### src/rtl/histo_pkg.sv
// histo_pkg: shared constants, FSM states and header packing for the histogram TX path.
package histo_pkg;

    localparam logic [7:0] HDR_SYNC = 8'hA5;
    localparam int HDR_SYNC_LSB = 24;
    localparam int HDR_CAM_LSB = 20;
    localparam int HDR_SEQ_LSB = 0;
    localparam int DEF_NUM_BINS = 1024;
    localparam int DEF_ADDR_W = 10;

    typedef enum logic [1:0] {ST_IDLE, ST_PREFETCH, ST_STREAM, ST_DRAIN} state_t;

    function automatic logic [31:0] make_hdr(input logic [3:0] cam, input logic [15:0] seq);
        logic [31:0] h;
        h = '0;
        h[HDR_SYNC_LSB +: 8] = HDR_SYNC;
        h[HDR_CAM_LSB +: 4] = cam;
        h[HDR_SEQ_LSB +: 16] = seq;
        return h;
    endfunction

endpackage

### src/rtl/histo_rr_arbiter.sv
// histo_rr_arbiter: combinational round-robin pick of the lowest request at or above ptr, wrapping.
module histo_rr_arbiter import histo_pkg::*; #(
    parameter int N = 2
) (
    input  logic [N-1:0] req,
    input  logic [3:0]   ptr,
    output logic [N-1:0] grant,
    output logic [3:0]   idx,
    output logic         valid
);

    always_comb begin
        grant = '0;
        idx = '0;
        valid = 1'b0;
        for (int i = 0; i < N; i++)
            if (!valid && req[i] && i >= int'(ptr)) begin
                grant[i] = 1'b1;
                idx = 4'(i);
                valid = 1'b1;
            end
        for (int i = 0; i < N; i++)
            if (!valid && req[i]) begin
                grant[i] = 1'b1;
                idx = 4'(i);
                valid = 1'b1;
            end
    end

endmodule

### src/rtl/histo_tx_scheduler.sv
// histo_tx_scheduler: frames one camera histogram (header, bins, checksum) into the
// serializer word input, arbitrating round-robin between cameras.
module histo_tx_scheduler import histo_pkg::*; #(
    parameter int NUM_CAM = 2,
    parameter int NUM_BINS = DEF_NUM_BINS,
    parameter int ADDR_W = DEF_ADDR_W,
    parameter int TIMEOUT_CYC = 1024
) (
    input  logic                    fast_clk_in,
    input  logic                    reset,
    input  logic [NUM_CAM-1:0]      frame_ready,
    output logic [NUM_CAM-1:0]      frame_ack,
    output logic [ADDR_W-1:0]       bin_addr,
    output logic [NUM_CAM-1:0]      bin_rd_en,
    input  logic [32*NUM_CAM-1:0]   bin_rdata,
    output logic [31:0]             ser_data,
    output logic                    ser_rst,
    input  logic                    ser_done,
    output logic                    busy,
    output logic [3:0]              active_cam,
    output logic                    err_timeout
);

    localparam int TW = $clog2(TIMEOUT_CYC + 1);

    state_t state;
    logic [NUM_CAM-1:0] gnt, arb_grant;
    logic [3:0] arb_idx, rr, rr_next;
    logic arb_valid, rd_pend, timed_out;
    logic [31:0] rdata, pref, csum, hdr;
    logic [15:0] frame_seq;
    logic [ADDR_W:0] widx;
    logic [TW-1:0] tcnt;

    histo_rr_arbiter #(.N(NUM_CAM)) u_arb (
        .req(frame_ready),
        .ptr(rr),
        .grant(arb_grant),
        .idx(arb_idx),
        .valid(arb_valid)
    );

    always_comb begin
        rdata = '0;
        for (int i = 0; i < NUM_CAM; i++)
            rdata = (active_cam == 4'(i)) ? bin_rdata[32*i +: 32] : rdata;
    end

    assign hdr = make_hdr(active_cam, frame_seq);
    assign rr_next = (int'(active_cam) + 1 >= NUM_CAM) ? 4'd0 : active_cam + 4'd1;
    assign timed_out = (state == ST_STREAM || state == ST_DRAIN) && int'(tcnt) == TIMEOUT_CYC;

    // widx walks header (0), bins (1..NUM_BINS), footer (NUM_BINS+1); bin k+1 is fetched as bin k launches
    always_ff @(posedge fast_clk_in) begin
        if (reset) begin
            state <= ST_IDLE;
            ser_rst <= 1'b1;
            ser_data <= '0;
            frame_ack <= '0;
            bin_rd_en <= '0;
            bin_addr <= '0;
            busy <= 1'b0;
            active_cam <= '0;
            err_timeout <= 1'b0;
            rr <= '0;
            frame_seq <= '0;
            gnt <= '0;
            rd_pend <= 1'b0;
            pref <= '0;
            csum <= '0;
            widx <= '0;
            tcnt <= '0;
        end else begin
            frame_ack <= '0;
            bin_rd_en <= '0;
            rd_pend <= |bin_rd_en;
            if (rd_pend)
                pref <= rdata;
            if (timed_out || (state == ST_DRAIN && ser_done)) begin
                ser_rst <= 1'b1;
                frame_ack <= gnt;
                rr <= rr_next;
                busy <= 1'b0;
                err_timeout <= err_timeout | timed_out;
                frame_seq <= timed_out ? frame_seq : frame_seq + 16'd1;
                state <= ST_IDLE;
            end else begin
                case (state)
                    ST_IDLE: if (arb_valid) begin
                        gnt <= arb_grant;
                        active_cam <= arb_idx;
                        busy <= 1'b1;
                        bin_addr <= '0;
                        bin_rd_en <= arb_grant;
                        tcnt <= '0;
                        state <= ST_PREFETCH;
                    end
                    ST_PREFETCH: if (rd_pend) begin
                        ser_rst <= 1'b0;
                        widx <= '0;
                        state <= ST_STREAM;
                    end
                    ST_STREAM: if (ser_done) begin
                        tcnt <= '0;
                        widx <= widx + 1'b1;
                        if (widx == '0) begin
                            ser_data <= hdr;
                            csum <= hdr;
                        end else if (int'(widx) <= NUM_BINS) begin
                            ser_data <= pref;
                            csum <= csum + pref;
                            if (int'(widx) < NUM_BINS) begin
                                bin_addr <= widx[ADDR_W-1:0];
                                bin_rd_en <= gnt;
                            end
                        end else begin
                            ser_data <= csum;
                            state <= ST_DRAIN;
                        end
                    end else
                        tcnt <= tcnt + 1'b1;
                    ST_DRAIN: tcnt <= tcnt + 1'b1;
                    default: state <= ST_IDLE;
                endcase
            end
        end
    end

endmodule

### config.mk
export PLATFORM = sky130hd
export DESIGN_NAME = histo_tx_scheduler
export DESIGN_NICKNAME = d
export VERILOG_FILES = /design/src/rtl/histo_pkg.sv /design/src/rtl/histo_rr_arbiter.sv /design/src/rtl/histo_tx_scheduler.sv
export SDC_FILE = /design/constraint.sdc
export NUM_CORES = 1
export LEC_CHECK = 0
export CORE_ASPECT_RATIO = 0.6
export CORE_MARGIN = 2
export CORE_UTILIZATION = 35
export DETAILED_ROUTE_END_ITERATION = 8
export GPL_ROUTABILITY_DRIVEN = 0
export PLACE_DENSITY = 0.52
export SKIP_CTS_REPAIR_TIMING = 1
export SYNTH_ARGS = -nofsm -noshare
export SYNTH_HDL_FRONTEND = slang
export SYNTH_SLANG_ARGS = --single-unit
### constraint.sdc
create_clock -name fast_clk_in -period 6.2 [get_ports fast_clk_in]
set_input_delay 0.62 -clock fast_clk_in [delete_from_list [all_inputs] [get_ports fast_clk_in]]
set_output_delay 0.62 -clock fast_clk_in [all_outputs]
set_load 0.02 [all_outputs]
# Word level (Yosys, flattened, before mapping)
# Index checks and enable logic that the tools add are counted.
[totals]
regBits = 164
wordCells = 117
output_inout_bits = 53
[op_classes]
bitwise = 3
n_mux = 41
reduce_logical = 33
n_addsub = 6
n_lt_le_gt_ge = 5
eq_ne = 12
[op_table]
columns = ["cell", "count"]
rows = [
  ["$mux 32", 6],
  ["$mux 10", 5],
  ["$mux 11", 4],
  ["$pmux 11 s3", 1],
  ["$add 32x32->32", 1],
  ["$add 11x1->11 const B", 2],
  ["$pmux 11 s2", 1],
  ["$mux 2", 10],
  ["$pmux 10 s2", 1],
  ["$add 16x1->16 const B", 1],
  ["$eq 11x11->1 const B", 1],
  ["$le 11x11->1 const B", 1],
  ["$logic_not 11->1", 1],
  ["$lt 11x11->1 const B", 1],
  ["$mux 1", 10],
  ["$ne 2x2->1 const B", 5],
  ["$reduce_and 3->1", 3],
  ["$ge 1x4->1 const A", 2],
  ["$reduce_and 4->1", 2],
  ["$logic_and 1x1->1", 7],
  ["$reduce_and 7->1", 1],
  ["$pmux 2 s3", 1],
  ["$reduce_and 2->1", 3],
  ["$reduce_and 6->1", 1],
  ["18 further kinds", 29],
]

# Logic depth before layout (Yosys ltp)
# Gate-level depths: netlist of the first run.
[depth]
word_depth = 15
mapped_depth = 12
ltp_nobuf = 10

# By module
# Synthesis of the first run repeated with hierarchy kept, for this count alone.
[hier_totals]
cells_unflattened = 1225
hier_area_um2 = 9420.3
[modules_own_cells]
columns = ["mod", "area_each_um2", "cells_per_inst", "instances"]
rows = [
  ["histo_tx_scheduler", 9352.7, 1215, 1],
  ["histo_rr_arbiter", 67.6, 10, 1],
]

# Worst setup path before layout of the first run
# No wires, ideal clock.
[synth_timing]
path_kind = "register -> register"
from = "reg pref[0]"
to = "reg csum[28]"
required_time_ns = 6.121
stages_incl_launch_ff = 11
slack_ns = 3.286
arrival_time_ns = 2.835
setup_ns = 0.079
cell_sequence = "dfxtp_1 -> ha_1 -> fa_1 -> a211oi_2 -> o21ai_0 -> a221oi_1 -> a21oi_1 -> a221oi_2 -> o21ai_0 -> a311o_1 -> o211ai_1"
[synth_via]
elab_chain_len = 3
[synth_rtl]
columns = ["element", "line_no", "text"]
rows = [
  ["from (decl)", "histo_tx_scheduler.sv:30", "logic [31:0] rdata, pref, csum, hdr;"],
  ["from (signal assigned)", "histo_tx_scheduler.sv:78", "pref <= rdata;"],
  ["$add 32x32->32", "histo_tx_scheduler.sv:111", "csum <= csum + pref;"],
  ["$mux 32", "histo_tx_scheduler.sv:109", "end else if (int'(widx) <= NUM_BINS) begin"],
  ["$mux 32", "histo_tx_scheduler.sv:106", "if (widx == '0) begin"],
  ["to (signal assigned)", "histo_tx_scheduler.sv:108", "csum <= hdr;"],
  ["to (signal assigned)", "histo_tx_scheduler.sv:111", ""],
  ["to (decl)", "histo_tx_scheduler.sv:30", ""],
]
# No other way between the ends. The select of a mux whose other input is x is not followed.
# A chain may end at the register's enable or synchronous reset.

# Worst setup path after layout of the first run
[layout_timing]
from = "reg state[0]"
to = "reg csum[31]"
[layout_via]
elab_chain_len = 6
elab_cells_between_ends = 8
classes_between = "2 x eq/ne; 1 x bitwise; 5 x reduce/logical"
[layout_rtl]
columns = ["element", "line_no", "text"]
rows = [
  ["from (decl)", "histo_tx_scheduler.sv:26", "state_t state;"],
  ["from (signal assigned)", "histo_tx_scheduler.sv:56", "state <= ST_IDLE;"],
  ["from (signal assigned)", "histo_tx_scheduler.sv:86", "state <= ST_IDLE;"],
  ["from (signal assigned)", "histo_tx_scheduler.sv:96", "state <= ST_PREFETCH;"],
  ["$eq 2x2->1 (on tied branches)", "histo_tx_scheduler.sv:51, histo_tx_scheduler.sv:88, histo_tx_scheduler.sv:79", ""],
  ["$logic_or 1x1->1", "histo_tx_scheduler.sv:51", "assign timed_out = (state == ST_STREAM || state == ST_DRAIN) && int'(tcnt) == TIMEOUT_CYC;"],
  ["$logic_and 1x1->1", "histo_tx_scheduler.sv:51", ""],
  ["$logic_or 1x1->1", "histo_tx_scheduler.sv:79", "if (timed_out || (state == ST_DRAIN && ser_done)) begin"],
  ["$not 1->1 (no line)", "n/a", ""],
  ["$reduce_and 4->1 (no line) *", "n/a", ""],
]
# Every way passes the cells marked *; elsewhere a longest branch is shown, timed or not.

==> results.yml, run 1 <==
die:
  die_x_um: 210
  ioPinCount: 122
  initial_core_util_pct: 35.3
  core_area_mm2: 0.0251
  fp.dieH_um: 127
  dieArea_mm2: 0.0267
  row_count: 45
finish:
  n_fill_cell: 2571
  register_area_mm2: 0.00317
  final_cell_area_mm2: 0.0109
  drive_gt1_share_pct: 5.79
  syn_to_final_growth_pct: 22.6
  multi_input_area_mm2: 0.00538
  final_nets: 1307
  antenna_cells: 0
  final_cells: 1538
power_and_ir_drop:
  switching_share_pct: 37.8
  power_leakage_nw: 3.85
  seq_power_share_pct: 35.9
  p_switching_mw: 1.27
  p_total_mw: 3.37
  comb_power_share_pct: 31.6
  p_clk_share_pct: 32.4
  p_int_mw: 2.10
  ir_worst_vdd_mv: 0.162
  power_density_mw_per_mm2: 310
place:
  place_worst_setup_slack_ps: 2710
  dpl.hpwl_um: 18300
  place_inst: 1506
  port_buffers: 118
  place_area_mm2: 0.0103
detailed_routing:
  vias_per_cell: 5.30
  first_pass_iters: 4
  routed_wl_um: 26200
  drt_iter0_drc: 615
  wl_per_cell_um: 17.0
  drc: 0
  ant_nets: 0
  vias: 8146
sta:
  setup_slack_ps: 2690
  setup-violations-final: 0
  rsz0062_at_grt: "no"
  timing.fmax_mhz: 285
  finalCritPeriodShare_pct: 56.6
  max_slew.worst_pin.slew_ps: 1130
  clock_skew_ps: 13.1
  slew_headroom_pct: 24.1
  maxSlewViolCount: 0
  fin_setup_tns_ps: 0
  hold_viol_final: 0
  fin_crit_ps: 3510
critical_path:
  r2r_cells: 10
  critPathRequiredTime_ps: 6550
  critical_path_class: "flop to flop"
  arrival_ps: 3860
  endpoint_kind: "flop"
  startpoint_type: "flop"
  critPathMaxFanout: 41
yosys:
  synth_seq_area_share_pct: 35.6
  synthTopCellsByArea: "dfxtp_1 (36%), nand2_1 (7.2%), nor2_1 (5.9%), ha_1 (5.8%), mux2i_1 (5.0%)"
  async_flop_share_pct: 0
  synthDistinctLibCells: 65
  syn_avg_cell_area_um2: 7.91
  synth_top_area_cell: "dfxtp_1"
  synth-main-ff-cell: "dfxtp_1"
  synth_edf_count: 0
  synthTopCellsByCount: "nand2_1 (171), dfxtp_1 (158), nor2_1 (140)"
  synth_top_area_share_pct: 35.6
  syn_inst: 1122
  syn_area_mm2: 0.00887
  ys_warn_count: 0
  yosysMostFrequentCell: "nand2_1"
  ys_seq_elements: 158
cts:
  cts_max_level: 4
  cts_tree: "yes"
  clockBufferDepth: 2
  clock-sinks: 158
  clkTransAtPathRegs_ps: 60
  clockRootBuffer: "clkbuf_16"
  cts_made_buffers: 17
  insertion_delay_ps: 440
global_routing:
  grt_pass1_vias: 7451
  grt_pass1_wl_um: 42200
  grt_max_degree: 89
  grt_usage_pct: 20.2
  grt_overflow_total: 0
  antenna_found_initial: 0
min_path:
  whs_path_depth: 2
  hold_class: "flop to flop"
job:
  drv_cap: 0
status:
  outcome: "finished clean"
## through the flow
step           hold slack, ps  util, %
2_1_floorplan             447        -
3_3_place_gp              440     40.9
3_5_place_dp              444     40.9
4_1_cts                   452     43.3
5_1_grt                   466     43.3
6_report                  449     43.3
## routing by layer
layer  vias up  share of wire [%]  wire length, um  global-route usage (%)
li1       4163                  -                -                       -
met1      3727                 55            14400                    31.7
met2       240                 37             9810                    27.2
met3        16                6.7             1760                    4.72
met4         0               0.74              194                    4.38
met5         -                  0                0                       0
## layout by cell type, fill, tap and decap left out, drive strengths merged, types with 4 or more instances in the layout
cell type | synthesis | layout
a22o | 8 | 8
mux2i | 44 | 44
a21o | 16 | 16
a21oi | 82 | 82
xor2 | 20 | 20
o21ai | 36 | 36
a311oi | 24 | 24
nor2 | 141 | 141
clkbuf | 53 | 19
nand2 | 171 | 171
a211oi | 53 | 53
nor3 | 39 | 39
nand3 | 37 | 37
dfxtp | 158 | 158
ha | 41 | 41
or3 | 10 | 10
o21bai | 6 | 6
xnor2 | 31 | 31
clkdlybuf4s50 | 0 | 117
o211ai | 17 | 17
a31oi | 8 | 8
nand2b | 5 | 5
inv | 18 | 24
and3 | 11 | 11
and2 | 9 | 9
clkinv | 0 | 4
nor4 | 4 | 4
buf | 22 | 11
nand4 | 13 | 13
nor2b | 6 | 6
## cells by family (layout without fill, tap and decap cells)
logic type	count (synthesis)	after routing	share of synthesized area (%)
XOR/XNOR	51	51	5.03
AO/OA/AOI/OAI	274	274	21.0
multiplexers	45	45	5.09
AND/OR/NAND/NOR	458	458	23.1
buffers and inverters	93	178	4.09
adder cells (fa/ha/maj)	42	42	6.01
flip-flops	158	158	35.6
other	1	3	0.0423
## final cells by class
class                           instances  share of cell area [%]
Inverter                               18                   0.621
Clock inverter                         13                    1.38
Timing Repair Buffer                  128                    11.5
Tap cell                              329                    3.78
Multi-Input combinational cell        873                    49.4
Clock buffer                           19                    4.16
Sequential cell                       158                    29.1
## flip-flops by register name, indices dropped and copies added (netlist names)
signal / flops
active_cam: 1
bin_addr: 10
bin_rd_en: 2
busy: 1
csum: 32
err_timeout: 1
frame_ack: 2
frame_seq: 16
gnt: 2
pref: 32
rd_pend: 1
rr: 1
ser_data: 32
ser_rst: 1
state: 2
tcnt: 11
widx: 11
## power groups by stage
stage | sequential (mW) | clock [mW] | combinational [mW]
4_1_cts | 1.21 | 1.12 | 1.07
2_1_floorplan | 1.22 | 0 | 0.739
3_3_place_gp | 1.23 | 0 | 1.06
5_1_grt | 1.22 | 1.17 | 1.19
6_report | 1.21 | 1.09 | 1.07
3_5_place_dp | 1.23 | 0 | 1.07
## path summary, 6_finish.rpt
path               startpoint     endpoint  slack [ps]
hold reg to reg   bin_addr[6]  bin_addr[6]         450
setup reg to reg     state[0]     csum[31]        2690
setup / recovery     state[0]     csum[31]        2690
hold / removal    bin_addr[6]  bin_addr[6]         450
## worst max-delay path, stage by stage (launching register included)
cell	delay (ps)
dfxtp_1	350
inv_1	90
ha_1	560
nor2_1	220
o41ai_4	360
buf_4	500
a21o_2	390
nor2_2	150
and4_1	260
a2111o_1	410
nor3_1	140
Power figures use the tool's default switching activity.
==> run 2: changes to the inputs <==
Clock period 6.2 ns to 3.6 ns, I/O delays scaled along.
==> run 2 against run 1 <==
Sequential cell count did not move; critical endpoint is now csum[28]; sequential power rose by 72%; highest routed layer unchanged; die area did not move.
==> results.yml, run 2 (same netlist as run 1, synthesis figures left out) <==
cts:
  insertion_delay_ps: 440
  clockBufferDepth: 2
  clockRootBuffer: "clkbuf_16"
  cts_max_level: 4
  cts_made_buffers: 17
  cts_tree: "yes"
  clkTransAtPathRegs_ps: 70
  clock-sinks: 158
detailed_routing:
  vias: 8218
  first_pass_iters: 5
  wl_per_cell_um: 17.0
  drt_iter0_drc: 673
  routed_wl_um: 26400
  vias_per_cell: 5.30
  drc: 0
  ant_nets: 0
global_routing:
  antenna_found_initial: 0
  grt_pass1_wl_um: 41900
  grt_usage_pct: 20.1
  grt_pass1_vias: 7209
  grt_max_degree: 76
  grt_overflow_total: 0
finish:
  n_fill_cell: 2562
  reg_top3: "csum: 32 flops, pref: 32 flops, ser_data: 32 flops"
  final_nets: 1321
  antenna_cells: 0
  final_common_cell: "nand2_1"
  register_area_mm2: 0.00317
  syn_to_final_growth_pct: 23.2
  final_cells: 1552
  final_cell_mix: "nand2_1 (171), dfxtp_1 (155), nor2_1 (140)"
  multi_input_area_mm2: 0.00538
  drive_gt1_share_pct: 6.70
die:
  dieArea_mm2: 0.0267
  core_area_mm2: 0.0251
  ioPinCount: 122
  die_x_um: 210
  initial_core_util_pct: 35.3
  row_count: 45
  fp.dieH_um: 127
sta:
  maxSlewViolCount: 0
  hold_viol_final: 0
  fin_crit_ps: 3350
  timing.fmax_mhz: 298
  slew_headroom_pct: 40.8
  fin_setup_tns_ps: 0
  finalCritPeriodShare_pct: 93.2
  max_slew.worst_pin.slew_ps: 888
  clock_skew_ps: 12.2
  setup-violations-final: 0
  rsz0062_at_grt: "no"
place:
  port_buffers: 118
  dpl.hpwl_um: 18700
  place_inst: 1519
status:
  outcome: "finished clean"
power_and_ir_drop:
  power_density_mw_per_mm2: 522
  ir_worst_vdd_mv: 0.317
  p_total_mw: 5.71
  power_leakage_nw: 3.87
critical_path:
  endpoint_kind: "flop"
  cp_cell_sequence: "ha_1 -> fa_1 -> a211oi_2 -> o21ai_0 -> a221oi_2 -> a21oi_1 -> a221oi_2 -> o21ai_0 -> a311o_1 -> o211ai_1"
  critPathMaxFanout: 5
  cp_slowest_stage_delay_ps: 450
  critPathRequiredTime_ps: 3960
  arrival_ps: 3710
  critical_path_class: "flop to flop"
  crit_slowest_cell: "fa_1"
  startpoint_type: "flop"
job:
  drv_cap: 0
min_path:
  hold_class: "flop to flop"
run 2: cell types whose count changed in the layout (fill, tap and decap cells not counted):
cell	change
a221oi_2	+1
clkbuf_8	-2
clkbuf_1	+2
clkinvlp_4	+6
nor2_1	+1
bufinv_16	-1
buf_4	+14
nor2_2	-1
inv_8	-1
a221oi_1	-1
inv_6	-4
run 2: power breakdown:
group          switching (mW)  internal, mW
registers               0.174          1.91
clock network           0.777         0.950
logic                    1.23         0.666
run 2: through the flow:
step / instance area (um^2) / hold WS, ps / setup WS [ps] / utilization, %
floorplan: 8880 / 447 / 686 / -
global placement: 10400 / 436 / 323 / 41.3
detailed placement: 10400 / 436 / 170 / 41.3
CTS: 10900 / 446 / 141 / 43.5
global route: 10900 / 463 / 89.0 / 43.6
finish: 10900 / 444 / 246 / 43.6
run 2: final cells by class:
| type | instances | share of cell area (%) |
|---|---|---|
| repair buffers | 142 | 12.4 |
| well taps | 329 | 3.76 |
| clock buffers | 19 | 3.96 |
| clock inverters | 13 | 1.09 |
| multi-input cells | 873 | 49.2 |
| inverters | 18 | 0.618 |
| flip-flops and latches | 158 | 29.0 |
run 2: metal layers:
layer	track usage [%]	vias up	wire [um]
li1	-	4184	-
met1	33.6	3795	15200
met2	25.2	224	9490
met3	3.76	15	1520
met4	4.88	0	249
met5	0	-	0
run 2: worst max-delay path: cells and delay by family (launching register included):
family	cells	cell delay (ps)
compound gates	8	2220
flops	1	340
fa+ha+maj	2	710
run 2: final timing paths:
kind,start,end,slack [ps],cells after the start
hold / removal,busy,busy,440,2
setup reg to reg,pref[0],csum[28],250,10
hold reg to reg,busy,busy,440,2
setup / recovery,pref[0],csum[28],250,10
